--- src/rtl/spi_master_multi_if.sv ---
// CPU device-bus bundle for spi_master_multi.
// The bus master (CPU side) drives the access strobe, direction, index and
// write data; the peripheral returns registered read data.
interface spi_master_multi_if #(
    parameter int DATA_W = 8
);
    logic              i_en;
    logic              i_wr;
    logic [3:0]        i_addr;
    logic [DATA_W-1:0] i_data;
    logic [DATA_W-1:0] o_data;

    modport master (
        output i_en,
        output i_wr,
        output i_addr,
        output i_data,
        input  o_data
    );

    modport slave (
        input  i_en,
        input  i_wr,
        input  i_addr,
        input  i_data,
        output o_data
    );
endinterface

--- src/rtl/spi_master_multi.sv ---
// Memory-mapped SPI master with NUM_SS active-low selects, run-time CPOL/CPHA,
// bit order and SCLK divider, receive-valid/overrun flags and a level irq.
//
// state    | meaning
// ---------+------------------------------------------------------------
// ST_IDLE  | no frame; SCLK parked at CPOL, DATA_OUT write starts a frame
// ST_SHIFT | dividing i_clk, toggling SCLK, shifting MOSI / sampling MISO
// ST_DONE  | one cycle: publish received frame, update rx_valid/overrun
module spi_master_multi #(
    parameter int DATA_W = 8,
    parameter int NUM_SS = 4,
    parameter int DIV_W  = 8
) (
    input  logic              i_clk,
    input  logic              i_rst_n,
    spi_master_multi_if.slave bus,
    output logic              o_SCLK,
    output logic              o_MOSI,
    input  logic              i_MISO,
    output logic [NUM_SS-1:0] o_SS_n,
    output logic              o_irq
);

    localparam int TOG_W = $clog2(2 * DATA_W) + 1;
    localparam logic [TOG_W-1:0] TOG_LAST  = TOG_W'(2 * DATA_W);
    localparam logic [TOG_W-1:0] TOG_THREE = TOG_W'(3);

    localparam logic [3:0] A_STATUS = 4'd0;
    localparam logic [3:0] A_DOUT   = 4'd1;
    localparam logic [3:0] A_DIN    = 4'd2;
    localparam logic [3:0] A_CTRL   = 4'd3;
    localparam logic [3:0] A_CLKDIV = 4'd4;
    localparam logic [3:0] A_SSSEL  = 4'd5;

    typedef enum logic [1:0] {
        ST_IDLE  = 2'd0,
        ST_SHIFT = 2'd1,
        ST_DONE  = 2'd2
    } state_t;

    state_t              state_q;
    logic [4:0]          ctrl_q,   ctrl_d;     // {irq_en, lsb_first, ss_en, cpol, cpha}
    logic [DIV_W-1:0]    clkdiv_q, clkdiv_d;
    logic [DATA_W-1:0]   ss_sel_q, ss_sel_d;
    logic [NUM_SS-1:0]   ss_n_q,   ss_n_d;
    logic [DATA_W-1:0]   rdata_q,  rdata_d;
    logic [DATA_W-1:0]   dout_q;
    logic [DATA_W-1:0]   din_q;
    logic [DATA_W-1:0]   tx_sh_q;
    logic [DATA_W-1:0]   rx_sh_q;
    logic [DIV_W-1:0]    cnt_q;
    logic [TOG_W-1:0]    tog_q;
    logic [TOG_W-1:0]    tog_nx;
    logic                sclk_q;
    logic                mosi_q;
    logic                rx_valid_q;
    logic                overrun_q;

    logic busy, wr_en, rd_en, start, rd_din, lead, shift_now, sample_now;

    assign busy   = (state_q != ST_IDLE);
    assign wr_en  = bus.i_en &  bus.i_wr;
    assign rd_en  = bus.i_en & ~bus.i_wr;
    assign start  = wr_en && (bus.i_addr == A_DOUT) && !busy;
    assign rd_din = rd_en && (bus.i_addr == A_DIN);

    // Toggle bookkeeping: odd toggle numbers are leading edges.
    assign tog_nx     = tog_q + 1'b1;
    assign lead       = tog_nx[0];
    assign shift_now  = ctrl_q[0] ? (lead && (tog_nx >= TOG_THREE))
                                  : (!lead && (tog_nx <= TOG_LAST - TOG_THREE + 1'b1));
    assign sample_now = ctrl_q[0] ? !lead : lead;

    // Next values of the config registers, slave selects and read data.
    always_comb begin
        ctrl_d   = ctrl_q;
        clkdiv_d = clkdiv_q;
        ss_sel_d = ss_sel_q;
        ss_n_d   = '1;
        rdata_d  = '0;
        if (wr_en && bus.i_addr == A_CTRL) begin
            // Mode and bit order are frozen during a frame; ss_en and irq_en are not.
            if (busy) ctrl_d = {bus.i_data[4], ctrl_q[3], bus.i_data[2], ctrl_q[1:0]};
            else      ctrl_d = bus.i_data[4:0];
        end
        if (wr_en && bus.i_addr == A_CLKDIV && !busy) clkdiv_d = bus.i_data[DIV_W-1:0];
        if (wr_en && bus.i_addr == A_SSSEL)           ss_sel_d = bus.i_data;
        for (int k = 0; k < NUM_SS; k++) begin
            if (ctrl_d[2] && ss_sel_d == DATA_W'(k)) ss_n_d[k] = 1'b0;
        end
        case (bus.i_addr)
            A_STATUS: rdata_d = {{(DATA_W-3){1'b0}}, overrun_q, rx_valid_q, busy};
            A_DOUT:   rdata_d = dout_q;
            A_DIN:    rdata_d = din_q;
            A_CTRL:   rdata_d = DATA_W'(ctrl_q);
            A_CLKDIV: rdata_d = DATA_W'(clkdiv_q);
            A_SSSEL:  rdata_d = ss_sel_q;
            default:  rdata_d = '0;
        endcase
    end

    // Register file, frame FSM and SPI pin registers.
    always_ff @(posedge i_clk or negedge i_rst_n) begin
        if (!i_rst_n) begin
            state_q    <= ST_IDLE;
            ctrl_q     <= '0;
            clkdiv_q   <= '1;
            ss_sel_q   <= '0;
            ss_n_q     <= '1;
            rdata_q    <= '0;
            dout_q     <= '0;
            din_q      <= '0;
            tx_sh_q    <= '0;
            rx_sh_q    <= '0;
            cnt_q      <= '0;
            tog_q      <= '0;
            sclk_q     <= 1'b0;
            mosi_q     <= 1'b0;
            rx_valid_q <= 1'b0;
            overrun_q  <= 1'b0;
        end else begin
            ctrl_q   <= ctrl_d;
            clkdiv_q <= clkdiv_d;
            ss_sel_q <= ss_sel_d;
            ss_n_q   <= ss_n_d;
            if (rd_en) rdata_q <= rdata_d;
            if (rd_din) begin
                rx_valid_q <= 1'b0;
                overrun_q  <= 1'b0;
            end
            case (state_q)
                ST_IDLE: begin
                    sclk_q <= ctrl_d[1];
                    if (start) begin
                        dout_q  <= bus.i_data;
                        tx_sh_q <= bus.i_data;
                        mosi_q  <= ctrl_q[3] ? bus.i_data[0] : bus.i_data[DATA_W-1];
                        cnt_q   <= '0;
                        tog_q   <= '0;
                        state_q <= ST_SHIFT;
                    end
                end
                ST_SHIFT: begin
                    if (cnt_q == clkdiv_q) begin
                        cnt_q  <= '0;
                        sclk_q <= ~sclk_q;
                        tog_q  <= tog_nx;
                        if (shift_now) begin
                            if (ctrl_q[3]) begin
                                tx_sh_q <= tx_sh_q >> 1;
                                mosi_q  <= tx_sh_q[1];
                            end else begin
                                tx_sh_q <= tx_sh_q << 1;
                                mosi_q  <= tx_sh_q[DATA_W-2];
                            end
                        end
                        if (sample_now) begin
                            if (ctrl_q[3]) rx_sh_q <= {i_MISO, rx_sh_q[DATA_W-1:1]};
                            else           rx_sh_q <= {rx_sh_q[DATA_W-2:0], i_MISO};
                        end
                        if (tog_nx == TOG_LAST) state_q <= ST_DONE;
                    end else begin
                        cnt_q <= cnt_q + 1'b1;
                    end
                end
                ST_DONE: begin
                    din_q      <= rx_sh_q;
                    rx_valid_q <= 1'b1;
                    // A DATA_IN read in this cycle consumes the old frame, so no overrun.
                    overrun_q  <= rd_din ? 1'b0 : rx_valid_q;
                    state_q    <= ST_IDLE;
                end
                default: state_q <= ST_IDLE;
            endcase
        end
    end

    assign bus.o_data = rdata_q;
    assign o_SCLK     = sclk_q;
    assign o_MOSI     = mosi_q;
    assign o_SS_n     = ss_n_q;
    assign o_irq      = rx_valid_q & ctrl_q[4];

endmodule

--- src/flat_wrapper.sv ---
// flat-port wrapper written by rule: the top's interface ports become plain ports
module spi_master_multi_flat 
#(
    parameter int DATA_W = 8,
    parameter int NUM_SS = 4,
    parameter int DIV_W  = 8
)
  (i_clk, i_rst_n, o_SCLK, o_MOSI, i_MISO, o_SS_n, o_irq, bus_i_en, bus_i_wr, bus_i_addr, bus_i_data, bus_o_data);
  spi_master_multi_if #(.DATA_W(DATA_W)) bus_i ();
  input  logic i_clk;
  input  logic i_rst_n;
  output logic o_SCLK;
  output logic o_MOSI;
  input  logic i_MISO;
  output logic [NUM_SS-1:0] o_SS_n;
  output logic o_irq;
  input wire logic [$bits(bus_i.i_en)-1:0] bus_i_en;
  input wire logic [$bits(bus_i.i_wr)-1:0] bus_i_wr;
  input wire logic [$bits(bus_i.i_addr)-1:0] bus_i_addr;
  input wire logic [$bits(bus_i.i_data)-1:0] bus_i_data;
  output wire logic [$bits(bus_i.o_data)-1:0] bus_o_data;
  assign bus_i.i_en = bus_i_en;
  assign bus_i.i_wr = bus_i_wr;
  assign bus_i.i_addr = bus_i_addr;
  assign bus_i.i_data = bus_i_data;
  assign bus_o_data = bus_i.o_data;
  spi_master_multi #(.DATA_W(DATA_W), .NUM_SS(NUM_SS), .DIV_W(DIV_W)) u_core (.i_clk(i_clk), .i_rst_n(i_rst_n), .bus(bus_i), .o_SCLK(o_SCLK), .o_MOSI(o_MOSI), .i_MISO(i_MISO), .o_SS_n(o_SS_n), .o_irq(o_irq));
endmodule
--- config.mk ---
export PLATFORM = sky130hd
export DESIGN_NAME = spi_master_multi_flat
export DESIGN_NICKNAME = d
export VERILOG_FILES = /design/src/rtl/spi_master_multi_if.sv /design/src/rtl/spi_master_multi.sv /design/src/flat_wrapper.sv
export SDC_FILE = /design/constraint.sdc
export NUM_CORES = 1
export LEC_CHECK = 0
export BUFFER_PORTS_ARGS = -buffer_cell sky130_fd_sc_hd__buf_4
export CORE_MARGIN = 2
export CORE_UTILIZATION = 32
export CTS_BUF_LIST = sky130_fd_sc_hd__clkbuf_4
export CTS_CLUSTER_SIZE = 24
export DETAILED_ROUTE_END_ITERATION = 10
export PLACE_DENSITY = 0.59
export SLEW_MARGIN = 15
export SYNTH_ARGS = -nofsm -noshare
export SYNTH_HDL_FRONTEND = slang
export SYNTH_SLANG_ARGS = --single-unit
export TNS_END_PERCENT = 5
--- constraint.sdc ---
create_clock -name i_clk -period 2.1 [get_ports i_clk]
set_input_delay 0 -clock i_clk [delete_from_list [all_inputs] [get_ports i_clk]]
set_output_delay 0 -clock i_clk [all_outputs]
set_load 0.05 [all_outputs]
# Yosys cells after proc, flatten, opt, wreduce, memory -nomap -nowiden
# Cells that the tools add are included.
dict set report word_totals {
  out_inout_bits 15
  in_bits 17
  wordCells 111
  register_bits 84
}
dict set report classes {
  reduce_logical 29
  muxes 38
  add_sub_neg 2
  order_cmp 2
  n_bitwise 6
  n_eq_ne 16
}
# operator count
set ops {}
lappend ops {{two-way mux 8 bit} 8}
lappend ops {{one-hot mux 8 bit (6 select lines)} 1}
lappend ops {{one-hot mux 8 bit (2 select lines)} 2}
lappend ops {{== test 8 x 2 -> 1 bit (second input constant)} 2}
lappend ops {{two-way mux 1 bit} 16}
lappend ops {{logical AND 1 bit} 13}
lappend ops {{two-way mux 5 bit} 2}
lappend ops {{one-hot mux 5 bit (2 select lines)} 1}
lappend ops {{AND reduction 3 bit} 3}
lappend ops {{adder 8 x 1 -> 8 bit (second input constant)} 1}
lappend ops {{== test 4 x 2 -> 1 bit (second input constant)} 2}
lappend ops {{== test 4 x 3 -> 1 bit (second input constant)} 2}
lappend ops {{== test 8 x 1 -> 1 bit (second input constant)} 1}
lappend ops {{== test 8 bit} 1}
lappend ops {{logical NOT 8 bit} 1}
lappend ops {{two-way mux 2 bit} 4}
lappend ops {{inequality test 2 x 1 -> 1 bit (second input constant)} 4}
lappend ops {{AND reduction 2 bit} 4}
lappend ops {{nonzero test 2 bit} 3}
lappend ops {{adder 5 x 1 -> 5 bit (second input constant)} 1}
lappend ops {{== test 5 bit (second input constant)} 1}
lappend ops {{>= comparator 5 x 2 -> 1 bit (second input constant)} 1}
lappend ops {{less-or-equal comparator 5 x 4 -> 1 bit (second input constant)} 1}
lappend ops {{== test 4 x 1 -> 1 bit (second input constant)} 1}
lappend ops {{other kinds (11)} 17}

# Logic depth before layout (Yosys ltp)
dict set report logic_depth {
  ltp_word 7
  depth_mapped 7
  depth_no_buf 7
}

# Least setup slack after synthesis
# No wires, ideal clock.
dict set report synth_timing {
  path_kind {register to register}
  from {reg u_core.tog_q[0]}
  to {reg u_core.mosi_q, in the netlist u_core.o_MOSI}
  slack_ns 0.088
  period_less_slack_ns 2.012
  path_stages_with_launch 8
  t_arrival_ns 1.887
  n_path_buf 0
  setup_ns 0.125
  required_ns 1.975
  cell_sequence {dfrtp_1 -> inv_1 -> ha_1 -> nor2_1 -> a311oi_1 -> o211ai_1 -> a22oi_4 -> mux2_2}
}
dict set report synth_between {
  elab_chain_cells 6
  word_cells_on_any_way 9
  classes_between {1 x add/sub; 2 x order compare; 1 x eq/ne; 1 x mux; 4 x reduce/logical}
}
# element line
set synth_lines {}
lappend synth_lines {{start, declared} spi_master_multi.sv:52} ;# logic [TOG_W-1:0] tog_q;
lappend synth_lines {{start signal, assigned} spi_master_multi.sv:147} ;# tog_q <= tog_nx;
lappend synth_lines {{adder 5 x 1 -> 5 bit (*)} spi_master_multi.sv:68} ;# assign tog_nx = tog_q + 1'b1;
lappend synth_lines {{less-or-equal comparator 5 x 4 -> 1 bit, or another cell as far along} spi_master_multi.sv:71} ;# : (!lead && (tog_nx <= TOG_LAST - TOG_THREE + 1'b1));
lappend synth_lines {{logical AND 1 bit, on equally long branches} {spi_master_multi.sv:71, spi_master_multi.sv:70}}
lappend synth_lines {{two-way mux 1 bit (*)} spi_master_multi.sv:70} ;# assign shift_now = ctrl_q[0] ? (lead && (tog_nx >= TOG_THREE))
lappend synth_lines {{inequality test 2 x 1 -> 1 bit (no source line) (*)} n/a}
lappend synth_lines {{AND reduction 4 bit (no source line) (*)} n/a}
lappend synth_lines {{end signal, assigned} spi_master_multi.sv:137} ;# mosi_q <= ctrl_q[3] ? bus.i_data[0] : bus.i_data[DATA_W-1];
lappend synth_lines {{end signal, assigned} spi_master_multi.sv:151} ;# mosi_q <= tx_sh_q[1];
lappend synth_lines {{end signal, assigned} spi_master_multi.sv:154} ;# mosi_q <= tx_sh_q[DATA_W-2];
lappend synth_lines {{end, declared} spi_master_multi.sv:55} ;# logic mosi_q;
# Every way passes the cells marked *; elsewhere a longest branch is shown, timed or not.
# A chain may end at the register's enable or synchronous reset.

# Worst setup path in the final report
dict set report layout_timing {
  from {reg u_core.tog_q[1]}
  to {reg u_core.mosi_q, in the netlist u_core.o_MOSI}
}
dict set report layout_between {
  elab_chain_cells 6
  word_cells_on_any_way 8
  classes_between {1 x add/sub; 2 x order compare; 1 x eq/ne; 1 x mux; 3 x reduce/logical}
}
# element line
set layout_lines {}
lappend layout_lines {{adder 5 x 1 -> 5 bit (*)} spi_master_multi.sv:68}
lappend layout_lines {{less-or-equal comparator 5 x 4 -> 1 bit or >= comparator 5 x 2 -> 1 bit (tied branches)} {spi_master_multi.sv:71, spi_master_multi.sv:70}}
lappend layout_lines {{logical AND 1 bit, on equally long branches} {spi_master_multi.sv:71, spi_master_multi.sv:70}}
lappend layout_lines {{two-way mux 1 bit (*)} spi_master_multi.sv:70}
lappend layout_lines {{inequality test 2 x 1 -> 1 bit (no source line) (*)} n/a}
lappend layout_lines {{AND reduction 4 bit (no source line) (*)} n/a}
# Marked as above.

==> reports/qor.yml <==
final_layout:
  area.growth.synth_to_final_pct: 23.6
  nets: 454
  design_area_um2: 5330
  stdcell_count: 615
  drive_gt1_share_pct: 38.4
yosys:
  synth_area_um2: 4320
  synth-edff-count: 0
  synth.ff_latch_count: 84
  synth_cell_types: 54
  syn-instance-count: 370
  synth_ff_type: "dfrtp_1"
  yosysSeqAreaShare_pct: 49.1
  avgSynthCellArea_um2: 11.7
  mappedNetlistNets: 391
  yosys_warnings: 0
  synth-async-reset-ratio_pct: 100
drt:
  vias_per_cell: 5.18
  drt_iter0_drc: 217
  dr.pass1.iters: 4
  detail-route-antenna-nets: 0
  num_vias: 3185
  drc: 0
  wirelength_um: 10500
  routedWlPerCell_um: 17.2
power_and_ir_drop:
  power_density_nw_per_um2: 741
  peakVddDrop_uv: 230
  p_leak_nw: 2.34
floorplan:
  core.rowCount: 42
  die_x_um: 120
  fp.dieArea_um2: 14400
  start_util_pct: 32.7
  dieHeight_um: 120
  pin_count: 32
  coreArea_um2: 13200
global_route:
  use_met1_pct: 19.3
  met2_usage_pct: 23.4
  grt-busiest-layer: "met2"
  grt_pass1_wl_um: 16200
  gr-total-overflow: 0
  grt_pass1_vias: 3126
  grt_max_degree: 50
  antenna_found_initial: 1
  gr-usage-met3_pct: 2.09
  gr-usage-all-layers_pct: 14.6
worst_setup_path:
  crit_type: "reg -> reg"
  cp_slowest_stage_delay_ns: 0.50
  critPathArrivalTime_ns: 2.41
  critPathRequiredTime_ns: 2.43
  r2r_end: "u_core.o_MOSI"
  cp-end-kind: "flop"
  ff2ff_setup_slack_ns: 0.03
  r2r_start: "u_core.tog_q[1]"
  path_cells: "ha_4 > nor4b_1 > nand2_1 > a31oi_2 > a22oi_4 > clkbuf_16 > mux2_4"
  path_max_fanout: 5
  reg2regPathDepth: 7
  crit_path_start_kind: "flop"
  cp_num_buf_inv: 1
  worst_path_max_delay_cell: "dfrtp_2"
  path_delay_family: "flip-flops"
placement:
  hpwl_um: 7310
  placed_area_um2: 4830
  dp_cells: 577
  io_buffers: 31
  gp_congestion: 0.804
sta:
  holdWs_ns: 0.0449
  grt_setup_unrepaired: "yes"
  skew_ns: 0.0107
  min_period_ns: 2.07
  fin_crit_sh_pct: 98.7
  relSlewSlack_pct: 41.4
  max_freq_mhz: 482
  drv_slew: 0
  finalHoldViolCount: 0
  tightest_slew_ns: 0.878
  setup_viol: 0
clocking:
  cts_tree: "done"
  insertion_delay_ns: 0.44
  clock-sinks: 84
  clockBufferDepth: 2
  path_clk_slew_ns: 0.14
  cts_made_buffers: 9
  root_buffer: "clkbuf_4"
  cts.htree.levels: 3
hold_path:
  hp-class: "in -> async"
job:
  drv_cap: 0
run_status:
  status: "finished, final reports clean"
==> flip-flops by register name, summed over array words and instances, names as in the netlist, 8 cells and up <==
register	flops
u_core.tx_sh_q	8
u_core.dout_q	8
u_core.din_q	8
u_core.ss_sel_q	8
u_core.rx_sh_q	8
u_core.clkdiv_q	8
u_core.cnt_q	8
u_core.bus.o_data	8
==> layout make-up <==
type / instances / area [um2]
fillers: 1265 / 7860
multi-input cells: 263 / 2190
flip-flops and latches: 84 / 2120
repair buffers: 69 / 608
well taps: 176 / 220
clock inverters: 7 / 96.3
clock buffers: 9 / 67.6
inverters: 6 / 25.0
diodes: 1 / 2.50
==> through the flow <==
stage	setup WS [ns]	power, mW	setup TNS [ns]	utilization [%]
after detailed placement	-0.0318	2.80	-0.212	36.6
after CTS	0.0125	3.92	0	39.0
final	0.0271	3.95	0	40.4
after global routing	-0.0504	4.17	-0.298	40.4
after global placement	0.0336	2.77	0	36.6
after floorplan	0.0885	2.50	0	-
==> cells in the mapped netlist, types with 6 or more instances <==
cell	number	area share [%]
o21ai_0	30	3.5
clkbuf_1	12	1.0
inv_1	6	0.52
nand3_1	12	1.4
mux2_2	60	16
nand2_1	29	2.5
dfstp_2	12	7.3
nand2b_1	8	1.2
xor2_1	13	2.6
dfrtp_1	72	42
mux2i_1	15	3.5
nor2_1	9	0.78
a22o_1	12	2.4
==> power breakdown <==
group / switching, mW / leakage (nW) / internal [mW]
Combinational: 0.467 / 1.23 / 0.442
Sequential: 0.192 / 1.02 / 1.77
Clock: 0.589 / 0.0911 / 0.492
Total: 1.25 / 2.34 / 2.71
==> cell families (layout without fill, tap and decap cells) <==
group                    after synthesis  after routing  share of synthesized area [%]
flip-flops                            84             84                           49.1
AND/OR/NAND/NOR                       97             97                           13.1
buffers and inverters                 23             91                           2.32
XOR/XNOR                              15             15                           3.04
adder cells (fa/ha/maj)                4              4                           1.16
AO/OA/AOI/OAI                         69             69                           10.8
other                                  0              1                              0
multiplexers                          78             78                           20.5
==> worst max-delay path by stage <==
stage | startpoint | end | slack [ns] | cells past startpoint
finish | u_core.tog_q[1] | u_core.o_MOSI | 0.03 | 7
CTS | u_core.tog_q[0] | u_core.tx_sh_q[1] | 0.01 | 8
global route | u_core.tog_q[1] | u_core.o_MOSI | -0.05 | 7
floorplan | u_core.tog_q[0] | u_core.o_MOSI | 0.09 | 7
global placement | u_core.tog_q[0] | u_core.o_MOSI | 0.03 | 7
detailed placement | u_core.tog_q[0] | u_core.tx_sh_q[0] | -0.03 | 7
==> placed cells by master (no fill, tap or decap), types with 3 or more instances in the layout <==
| cell | n |
|---|---|
| nand3_1 | 12 |
| mux2_2 | 47 |
| a22oi_1 | 4 |
| buf_12 | 3 |
| and3_1 | 4 |
| a22o_1 | 12 |
| dlygate4sd3_1 | 11 |
| o22ai_1 | 3 |
| dfrtp_1 | 70 |
| mux2_4 | 14 |
| nand2b_1 | 8 |
| nor4_1 | 3 |
| xor2_1 | 13 |
| nand2_1 | 29 |
| nor2b_1 | 4 |
| mux2i_1 | 15 |
| dfstp_2 | 12 |
| o21ai_0 | 30 |
| inv_1 | 5 |
| nor3_1 | 5 |
| a21oi_1 | 4 |
| nor2_1 | 8 |
| buf_4 | 53 |
| a211oi_1 | 4 |
| clkbuf_4 | 9 |
| nand3b_1 | 3 |
| inv_6 | 3 |
==> per-layer routing <==
metal	vias to the layer above	part of all wire, %
met5	-	0
met4	0	2.8
met3	18	3.6
met2	81	48
met1	1601	46
li1	1485	-
==> repair_timing <==
action,CTS,global route
gates cloned,0,1
pin swaps,4,8
setup endpoints to repair,12,17
hold endpoints to repair,113,0
hold buffers,11,0
setup buffers,2,7
resized for setup,2,25
No activity file was read; power rests on OpenSTA's default activity.
